**src/rtl/gb_interrupt_pkg.sv**
```systemverilog
`default_nettype none
// ============================================================
// gb_interrupt_pkg: shared types and constants for the SM83
// interrupt controller.  Rev 1.0
// ============================================================
package gb_interrupt_pkg;

  typedef enum logic [1:0] {
    IME_OFF   = 2'd0,
    IME_ARMED = 2'd1,
    IME_ON    = 2'd2
  } ime_state_t;

  typedef enum logic [0:0] {
    DSP_IDLE     = 1'b0,
    DSP_DISPATCH = 1'b1
  } dispatch_state_t;

  localparam int IRQ_VBLANK = 0;
  localparam int IRQ_STAT   = 1;
  localparam int IRQ_TIMER  = 2;
  localparam int IRQ_SERIAL = 3;
  localparam int IRQ_JOYPAD = 4;

  localparam int MAX_IRQ = 8;

  localparam logic [15:0] DEF_ADDR_IF     = 16'hFF0F;
  localparam logic [15:0] DEF_ADDR_IE     = 16'hFFFF;
  localparam logic [15:0] DEF_VECTOR_BASE = 16'h0040;

endpackage
`default_nettype wire

```
**src/rtl/gb_irq_priority_enc.sv**
```systemverilog
`default_nettype none
// ============================================================
// gb_irq_priority_enc: lowest-set-bit priority encoder.
// Rev 1.0
// ============================================================
module gb_irq_priority_enc #(
  parameter int NUM_IRQ = 5
) (
  input  logic [NUM_IRQ-1:0] req_i,
  output logic               valid_o,
  output logic [2:0]         idx_o
);

  // Scanning downward lets the lowest index win.
  always_comb begin
    valid_o = |req_i;
    idx_o   = 3'd0;
    for (int i = NUM_IRQ - 1; i >= 0; i--) begin
      if (req_i[i]) idx_o = 3'(i);
    end
  end

endmodule
`default_nettype wire

```
**src/rtl/gb_interrupt_ctrl.sv**
```systemverilog
`default_nettype none
// ============================================================
// gb_interrupt_ctrl: IF/IE registers, IME state and interrupt
// dispatch arbitration for the SM83 core.  Rev 1.0
// ============================================================
module gb_interrupt_ctrl
  import gb_interrupt_pkg::*;
#(
  parameter int          NUM_IRQ       = 5,
  parameter logic [7:0]  REQ_EDGE      = 8'h00,
  parameter logic [15:0] ADDR_IF       = DEF_ADDR_IF,
  parameter logic [15:0] ADDR_IE       = DEF_ADDR_IE,
  parameter logic [15:0] VECTOR_BASE   = DEF_VECTOR_BASE,
  parameter int          VECTOR_STRIDE = 8
) (
  input  logic               clk_i,
  input  logic               reset_i,
  input  logic [NUM_IRQ-1:0] irq_req_i,
  input  logic [15:0]        bus_addr_i,
  input  logic [7:0]         bus_wdata_i,
  input  logic               bus_write_en_i,
  input  logic               bus_read_en_i,
  output logic [7:0]         bus_rdata_o,
  input  logic               instr_boundary_i,
  input  logic               ime_set_delayed_i,
  input  logic               ime_set_now_i,
  input  logic               ime_clr_i,
  output logic               ime_o,
  output logic               int_pending_o,
  output logic               wake_o,
  input  logic               dispatch_start_i,
  input  logic               dispatch_ack_i,
  output logic               dispatch_active_o,
  output logic               dispatch_done_o,
  output logic [15:0]        dispatch_vector_o
);

  localparam logic [7:0]         IRQ_MASK  = 8'((16'd1 << NUM_IRQ) - 16'd1);
  localparam logic [NUM_IRQ-1:0] EDGE_MASK = REQ_EDGE[NUM_IRQ-1:0];

  logic [7:0]         if_q, if_d;
  logic [7:0]         ie_q, ie_d;
  logic [NUM_IRQ-1:0] req_prev_q;
  ime_state_t         ime_q, ime_d;
  dispatch_state_t    dsp_q, dsp_d;
  logic [15:0]        vec_q, vec_d;
  logic               done_q, done_d;

  logic [NUM_IRQ-1:0] pend;
  logic [NUM_IRQ-1:0] req_set;
  logic               pend_valid;
  logic [2:0]         pend_idx;
  logic               wr_if, wr_ie;
  logic               dsp_enter, dsp_resolve;

  assign pend        = if_q[NUM_IRQ-1:0] & ie_q[NUM_IRQ-1:0];
  assign req_set     = irq_req_i & ~(EDGE_MASK & req_prev_q);
  assign wr_if       = bus_write_en_i && (bus_addr_i == ADDR_IF);
  assign wr_ie       = bus_write_en_i && (bus_addr_i == ADDR_IE);
  assign dsp_enter   = (dsp_q == DSP_IDLE) && dispatch_start_i && (ime_q == IME_ON);
  assign dsp_resolve = (dsp_q == DSP_DISPATCH) && dispatch_ack_i;

  gb_irq_priority_enc #(
    .NUM_IRQ (NUM_IRQ)
  ) u_prio (
    .req_i   (pend),
    .valid_o (pend_valid),
    .idx_o   (pend_idx)
  );

  // Write, then ack clear, then new requests: a fresh request always survives.
  always_comb begin
    if_d = if_q;
    if (wr_if) if_d = bus_wdata_i;
    if (dsp_resolve && pend_valid) if_d[pend_idx] = 1'b0;
    if_d = if_d | 8'(req_set) | ~IRQ_MASK;
    ie_d = wr_ie ? bus_wdata_i : ie_q;
  end

  always_comb begin
    ime_d = ime_q;
    if (ime_clr_i) begin
      ime_d = IME_OFF;
    end else if (dsp_enter) begin
      ime_d = IME_OFF;
    end else if (ime_set_now_i) begin
      ime_d = IME_ON;
    end else begin
      case (ime_q)
        IME_OFF:   if (ime_set_delayed_i) ime_d = IME_ARMED;
        IME_ARMED: if (instr_boundary_i) ime_d = IME_ON;
        default:   ime_d = ime_q;
      endcase
    end
  end

  // Cancelled dispatch (nothing pending at resolve) jumps to 0x0000.
  always_comb begin
    dsp_d  = dsp_q;
    vec_d  = vec_q;
    done_d = 1'b0;
    case (dsp_q)
      DSP_IDLE: begin
        if (dsp_enter) dsp_d = DSP_DISPATCH;
      end
      DSP_DISPATCH: begin
        if (dispatch_ack_i) begin
          dsp_d  = DSP_IDLE;
          done_d = 1'b1;
          vec_d  = pend_valid ? (VECTOR_BASE + 16'(pend_idx) * 16'(VECTOR_STRIDE))
                              : 16'h0000;
        end
      end
      default: dsp_d = DSP_IDLE;
    endcase
  end

  always_ff @(posedge clk_i or posedge reset_i) begin
    if (reset_i) begin
      if_q       <= ~IRQ_MASK;
      ie_q       <= 8'h00;
      req_prev_q <= '0;
      ime_q      <= IME_OFF;
      dsp_q      <= DSP_IDLE;
      vec_q      <= 16'h0000;
      done_q     <= 1'b0;
    end else begin
      if_q       <= if_d;
      ie_q       <= ie_d;
      req_prev_q <= irq_req_i;
      ime_q      <= ime_d;
      dsp_q      <= dsp_d;
      vec_q      <= vec_d;
      done_q     <= done_d;
    end
  end

  always_comb begin
    bus_rdata_o = 8'h00;
    if (bus_read_en_i) begin
      if (bus_addr_i == ADDR_IF)      bus_rdata_o = if_q;
      else if (bus_addr_i == ADDR_IE) bus_rdata_o = ie_q;
    end
  end

  assign ime_o             = (ime_q == IME_ON);
  assign wake_o            = |pend;
  assign int_pending_o     = ime_o & wake_o;
  assign dispatch_active_o = (dsp_q == DSP_DISPATCH);
  assign dispatch_done_o   = done_q;
  assign dispatch_vector_o = vec_q;

endmodule
`default_nettype wire
```
**config.mk**
```make
export PLATFORM = sky130hd
export DESIGN_NAME = gb_interrupt_ctrl
export DESIGN_NICKNAME = d
export VERILOG_FILES = /design/src/rtl/gb_interrupt_pkg.sv /design/src/rtl/gb_irq_priority_enc.sv /design/src/rtl/gb_interrupt_ctrl.sv
export SDC_FILE = /design/constraint.sdc
export NUM_CORES = 1
export LEC_CHECK = 0
export BUFFER_PORTS_ARGS = -buffer_cell sky130_fd_sc_hd__buf_2
export CAP_MARGIN = 20
export CORE_UTILIZATION = 44
export CTS_CLUSTER_DIAMETER = 50
export DETAILED_ROUTE_END_ITERATION = 7
export GPL_ROUTABILITY_DRIVEN = 0
export PLACE_DENSITY = 0.84
export SLEW_MARGIN = 0
export SYNTH_ARGS = -nofsm -noshare
export SYNTH_HDL_FRONTEND = slang
export SYNTH_HIERARCHICAL = 1
export SYNTH_SLANG_ARGS = --single-unit
```
**constraint.sdc**
```tcl
create_clock -name clk_i -period 2 [get_ports clk_i]
set_input_delay 0.1 -clock clk_i [delete_from_list [all_inputs] [get_ports clk_i]]
set_output_delay 0.1 -clock clk_i [all_outputs]
set_load 0.01 [all_outputs]
```
# Word level (Yosys, flattened, before mapping)
# Cells that the tools add are included.
[classes] muxes=24 bitwise=6 add_sub_neg=1 eq_ne=6 shift=0 reduce_logical=12 mul=0 n_lt_le_gt_ge=2 n_div=0
[ops] operator="$eq 16x16->1 const B" count=2
[ops] operator="$mux 8" count=4
[ops] operator="$mux 3" count=5
[ops] operator="$and 5x5->5" count=2
[ops] operator="$mux 2" count=5
[ops] operator="$mux 5" count=2
[ops] operator="$ne 5x5->1 const B" count=2
[ops] operator="$add 7x6->8 const A" count=1
[ops] operator="$logic_and 1x1->1" count=7
[ops] operator="$mux 1" count=5
[ops] operator="$not 5->5" count=1
[ops] operator="$or 5x5->5" count=1
[ops] operator="$reduce_bool 5->1" count=1
[ops] operator="$reduce_or 5->1" count=1
[ops] operator="$lt 3x4->1 const B" count=1
[ops] operator="$pmux 2 s2" count=1
[ops] operator="$demux 1 s3" count=1
[ops] operator="$ge 3x1->1 const B" count=1
[ops] operator="$reduce_and 3->1" count=1
[ops] operator="$eq 2x1->1 const B" count=1
[ops] operator="$eq 2x2->1 const B" count=1
[ops] operator="$logic_not 2->1" count=1
[ops] operator="$pmux 1 s2" count=1
[ops] operator="$reduce_and 2->1" count=1
[ops] operator="other kinds (2)" count=2
[word_totals] output_inout_bits=29 register_bits=33 mem_bits_rw=0 wordCells=57 latchBits=0 input_bits=39 mem_bits_ro=0 mem_count=0

# Longest topological paths before layout
[logic_depth] ltp_word=14 depth_mapped=8 mapped_depth_nobuf=8

# By module
# The synthesis kept the hierarchy.
[by_module_without_submodules] module="gb_interrupt_ctrl" n_inst=1 area_each_um2=1241.2 cells_per_inst=134 seq_area_each_um2=525.5
[by_module_without_submodules] module="gb_irq_priority_enc" n_inst=1 area_each_um2=48.8 cells_per_inst=8 seq_area_each_um2=0.0

# Least setup slack after synthesis
# No wires, ideal clock.
[synth_path] path_type="flip-flop to flip-flop" start="register if_q[0]" end="register if_q[3]" period_less_slack_ns=1.678 path_stages_with_launch=8 setup_slack_ns=0.322 required_ns=1.913 setup_time_ns=0.087 t_arrival_ns=1.592 n_path_buf=0 path_cell_list="dfrtp_1 and2_1 nor4_2 and2_1 and4b_1 nand3_1 nand3_1 o211ai_1"
[synth_between] elab_chain_cells=10 elab_cells_between_ends=13 classes_between="order compare (2); mux (4); bitwise (4); reduce/logical (3)"
[synth_lines] item="start: declaration" line_no="gb_interrupt_ctrl.sv:41" text="logic [7:0] if_q, if_d;"
[synth_lines] item="start signal: assignment" line_no="gb_interrupt_ctrl.sv:120" text="if_q <= ~IRQ_MASK;"
[synth_lines] item="start signal: assignment" line_no="gb_interrupt_ctrl.sv:128" text="if_q <= if_d;"
[synth_lines] item="$and 5x5->5 *" line_no="gb_interrupt_ctrl.sv:56" text="assign pend = if_q[NUM_IRQ-1:0] & ie_q[NUM_IRQ-1:0];"
[synth_lines] item="named net pend[0]" line_no="gb_interrupt_ctrl.sv:49" text="logic [NUM_IRQ-1:0] pend;"
[synth_lines] item="$mux 3 *" line_no="gb_irq_priority_enc.sv:19" text="if (req_i[i]) idx_o = 3'(i);"
[synth_lines] item="named net pend_idx[2]" line_no="gb_interrupt_ctrl.sv:52" text="logic [2:0] pend_idx;"
[synth_lines] item="$lt 3x4->1 (not written as such) or $ge 3x1->1 (tied branches)" line_no="gb_interrupt_ctrl.sv:75" text="if (dsp_resolve && pend_valid) if_d[pend_idx] = 1'b0;"
[synth_lines] item="$logic_and 1x1->1 (not written as such)" line_no="gb_interrupt_ctrl.sv:75"
[synth_lines] item="$mux 1 (not written as such)" line_no="gb_interrupt_ctrl.sv:75"
[synth_lines] item="$demux 1 s3 *" line_no="gb_interrupt_ctrl.sv:75"
[synth_lines] item="$not 5->5 (no line) *"
[synth_lines] item="$and 5x5->5 (no line) *"
[synth_lines] item="$mux 5 *" line_no="gb_interrupt_ctrl.sv:75"
[synth_lines] item="$or 5x5->5 *" line_no="gb_interrupt_ctrl.sv:76" text="if_d = if_d | 8'(req_set) | ~IRQ_MASK;"
[synth_lines] item="named net if_d[3]" line_no="gb_interrupt_ctrl.sv:41"
# The timed path passes the listed nets; every way through them passes the cells marked *.
# A chain may end at the register's enable or synchronous reset.

# Final worst setup path
[layout_path] start="register if_q[2]" end="output int_pending_o"
[layout_between] elab_chain_cells=3
[layout_lines] item="$and 5x5->5" line_no="gb_interrupt_ctrl.sv:56"
[layout_lines] item="named net pend[2]" line_no="gb_interrupt_ctrl.sv:49"
[layout_lines] item="$reduce_or 5->1" line_no="gb_interrupt_ctrl.sv:147" text="assign wake_o = |pend;"
[layout_lines] item="$and 1x1->1" line_no="gb_interrupt_ctrl.sv:148" text="assign int_pending_o = ime_o & wake_o;"
[layout_lines] item="end: declaration" line_no="gb_interrupt_ctrl.sv:29" text="output logic int_pending_o,"
# The timed path passes the listed nets, and every way through them passes these cells.

==> results.json <==
{
  "r2r_end": "if_q[2]",
  "drive_gt1_share_pct": 37.7,
  "synth.distinct_cells": 32,
  "path_delay_family": "simple AND/OR/NAND/NOR gates",
  "path_buf_inv": 1,
  "cp_slowest_cell": "dfrtp_1",
  "p_per_area_mw_per_mm2": 458,
  "setup_viol": 0,
  "cp_cell_sequence": "and2_4, or2_1, or4_4, and2_4, buf_2",
  "grt_use_total_pct": 18.7,
  "use_met2_pct": 31.1,
  "fin_worst_skew_ns": 0.00965,
  "grt_setup_unrepaired": "false",
  "hold_depth": 2,
  "async_flop_share_pct": 100,
  "max_stage_delay_ns": 0.43,
  "die_y_um": 56.1,
  "synthCells": 142,
  "grt-ovfl-total": 0,
  "n_fill_cell": 256,
  "diodes": 0,
  "cts-root-buf": "clkbuf_4",
  "syn_avg_cell_area_um2": 9.08,
  "cts_buffer_depth": 2,
  "ys.flop_type": "dfrtp_1",
  "cts_sinks": 21,
  "status": "completed",
  "slew_violations": 0,
  "grt_pass1_vias": 1109,
  "cts_tree": "yes",
  "met3_usage_pct": 5.12,
  "grt_pass1_wl_um": 4660,
  "portBuffers": 55,
  "initial_core_util_pct": 46.8,
  "syn_to_final_growth_pct": 26.3,
  "synth_seq_cells": 21,
  "numCtsBuffers": 3,
  "maxSlewHeadroom_pct": 47.8,
  "crit_path_frequent_cell": "and2_4",
  "wl_per_cell_um": 11.9,
  "cp-end-kind": "output pin",
  "leakage_uw": 0.000840,
  "min-delay-path-class": "in2reg",
  "fin_crit_sh_pct": 97.4,
  "drtPass1Iterations": 4,
  "htreeDepth": 1,
  "synth_edf_count": 0,
  "wl_um": 2790,
  "path_class": "reg2out",
  "hold_viol": 0,
  "dp_hpwl_um": 2140,
  "worstReg2RegStart": "if_q[0]",
  "worst_pin_slew_ns": 0.782,
  "synth.area.top_cells": "dfrtp_1 (41%), mux2_2 (7.9%), buf_4 (7.0%)",
  "grtUsageMet1_pct": 24.0,
  "place_area_mm2": 0.00155,
  "period_minus_slack_ns": 1.95,
  "drt_iter0_drc": 31,
  "required_ns": 1.90,
  "drv_cap": 0,
  "antenna_found_initial": 0,
  "clk_latency_ns": 0.31,
  "dr_total_vias": 1241,
  "hp-start": "bus_wdata_i[7]",
  "busiest_layer": "met2",
  "ir_drop_mv": 0.476,
  "yosys.area.top_type": "dfrtp_1",
  "cp_max_fo": 4,
  "avgViaCountPerCell": 5.28,
  "yosys.area.top_type_share_pct": 40.7,
  "die_area_mm2": 0.00315,
  "fin_setup_tns_ns": 0,
  "holdPathEnd": "ie_q[7]",
  "io_pins": 68,
  "clk_pin_slew_ns": 0.11,
  "layout.nets": 244,
  "startpoint_type": "flip-flop",
  "yosysWarnings": 6,
  "cp_data_arrival_time_ns": 1.85,
  "reg2reg_slack_ns": 0.10,
  "chipWidth_um": 56.1,
  "rr_worst_depth": 7,
  "core_area_mm2": 0.00276,
  "rows": 19,
  "fmax_mhz": 513,
  "fin_area_mm2": 0.00163,
  "drcViolationCount": 0,
  "synth_area_mm2": 0.00129,
  "ant_nets": 0,
  "yosysSeqAreaShare_pct": 40.7,
  "grt_max_degree": 22
}
-- layout by cell type (no fill, tap or decap), types with 4 or more instances in the layout --
cell,instances
dfrtp_1,21
o211ai_1,5
buf_2,55
nand4_1,4
conb_1,12
inv_1,8
a22oi_1,5
buf_4,4
a21oi_1,5
nand2_1,10
mux2_2,9
a31oi_1,5
dlygate4sd3_1,4
nand3_1,12
o21ai_0,4
nor2_1,12
-- registers in the layout, summed over array words and instances (netlist names) --
register,count
ie_q,8
if_q,5
dispatch_vector_o,4
dispatch_active_o,1
dispatch_done_o,1
ime_q,2
-- worst max path at each step --
stage          startpoint       endpoint  slack (ns)  cells after the start
3_5_place_dp      if_q[0]        if_q[2]        0.13                      7
2_1_floorplan     if_q[0]        if_q[3]        0.32                      7
4_1_cts           if_q[1]  int_pending_o        0.03                      5
3_3_place_gp      if_q[0]        if_q[2]        0.23                      7
6_report          if_q[2]  int_pending_o        0.05                      5
5_1_grt           ie_q[2]  int_pending_o       0.004                      5
-- cell type report --
type,instances,area (µm²),area share (%)
flip-flops and latches,21,526,32.3
multi-input cells,108,663,40.7
repair buffers,63,345,21.2
well taps,31,38.8,2.38
clock buffers,4,26.3,1.61
inverters,8,30.0,1.84
-- cell usage after synthesis (5+ instances only) --
cell and instances:
dfrtp_1 21, buf_4 12, nand3_1 12, nor2_1 12
nand2_1 10, mux2_2 9, inv_1 8, a21oi_1 5
a22oi_1 5, a31oi_1 5, o211ai_1 5
-- logic make-up (layout without fill, tap and decap cells) --
kind of cell,count (synthesis),in the layout,synth area share [%]
muxes,9,9,7.86
and+or+nand+nor,61,61,26.8
DFF,21,21,40.7
buffers and inverters,24,75,11.3
AOI/OAI and AO/OA,26,26,13.1
other,1,12,0.291
-- through the flow --
| step | setup WS [ns] | std cells | power [µW] | hold WS [ns] | utilization (%) |
|---|---|---|---|---|---|
| floorplan | 0.322 | 153 | 507 | 0.0765 | - |
| global placement | 0.231 | 225 | 544 | 0.279 | 56.0 |
| detailed placement | 0.130 | 225 | 545 | 0.290 | 56.0 |
| CTS | 0.0303 | 233 | 756 | 0.00377 | 58.4 |
| global route | 0.00406 | 235 | 786 | 0.00323 | 59.1 |
| finish | 0.0514 | 235 | 746 | 0.0120 | 59.1 |
-- report_power, final --
group	switching [µW]	internal, µW	leakage [µW]
Sequential	4.94	431	0.000264
Combinational	57.5	48.6	0.000561
Clock	125	77.9	0.0000150
Total	188	558	0.000840
-- routing by layer --
layer	up-vias	share of wire (%)
met5	-	0
met4	0	0.97
met3	4	8.3
met2	62	47
met1	557	44
li1	618	-
-- timing repair --
action,4_1_cts,5_1_grt
hold buffers,4,0
resized for setup,0,1
setup buffers,0,2
hold endpoints to repair,24,0
endpoints found under the setup margin,0,4
Power figures use the tool's default switching activity.
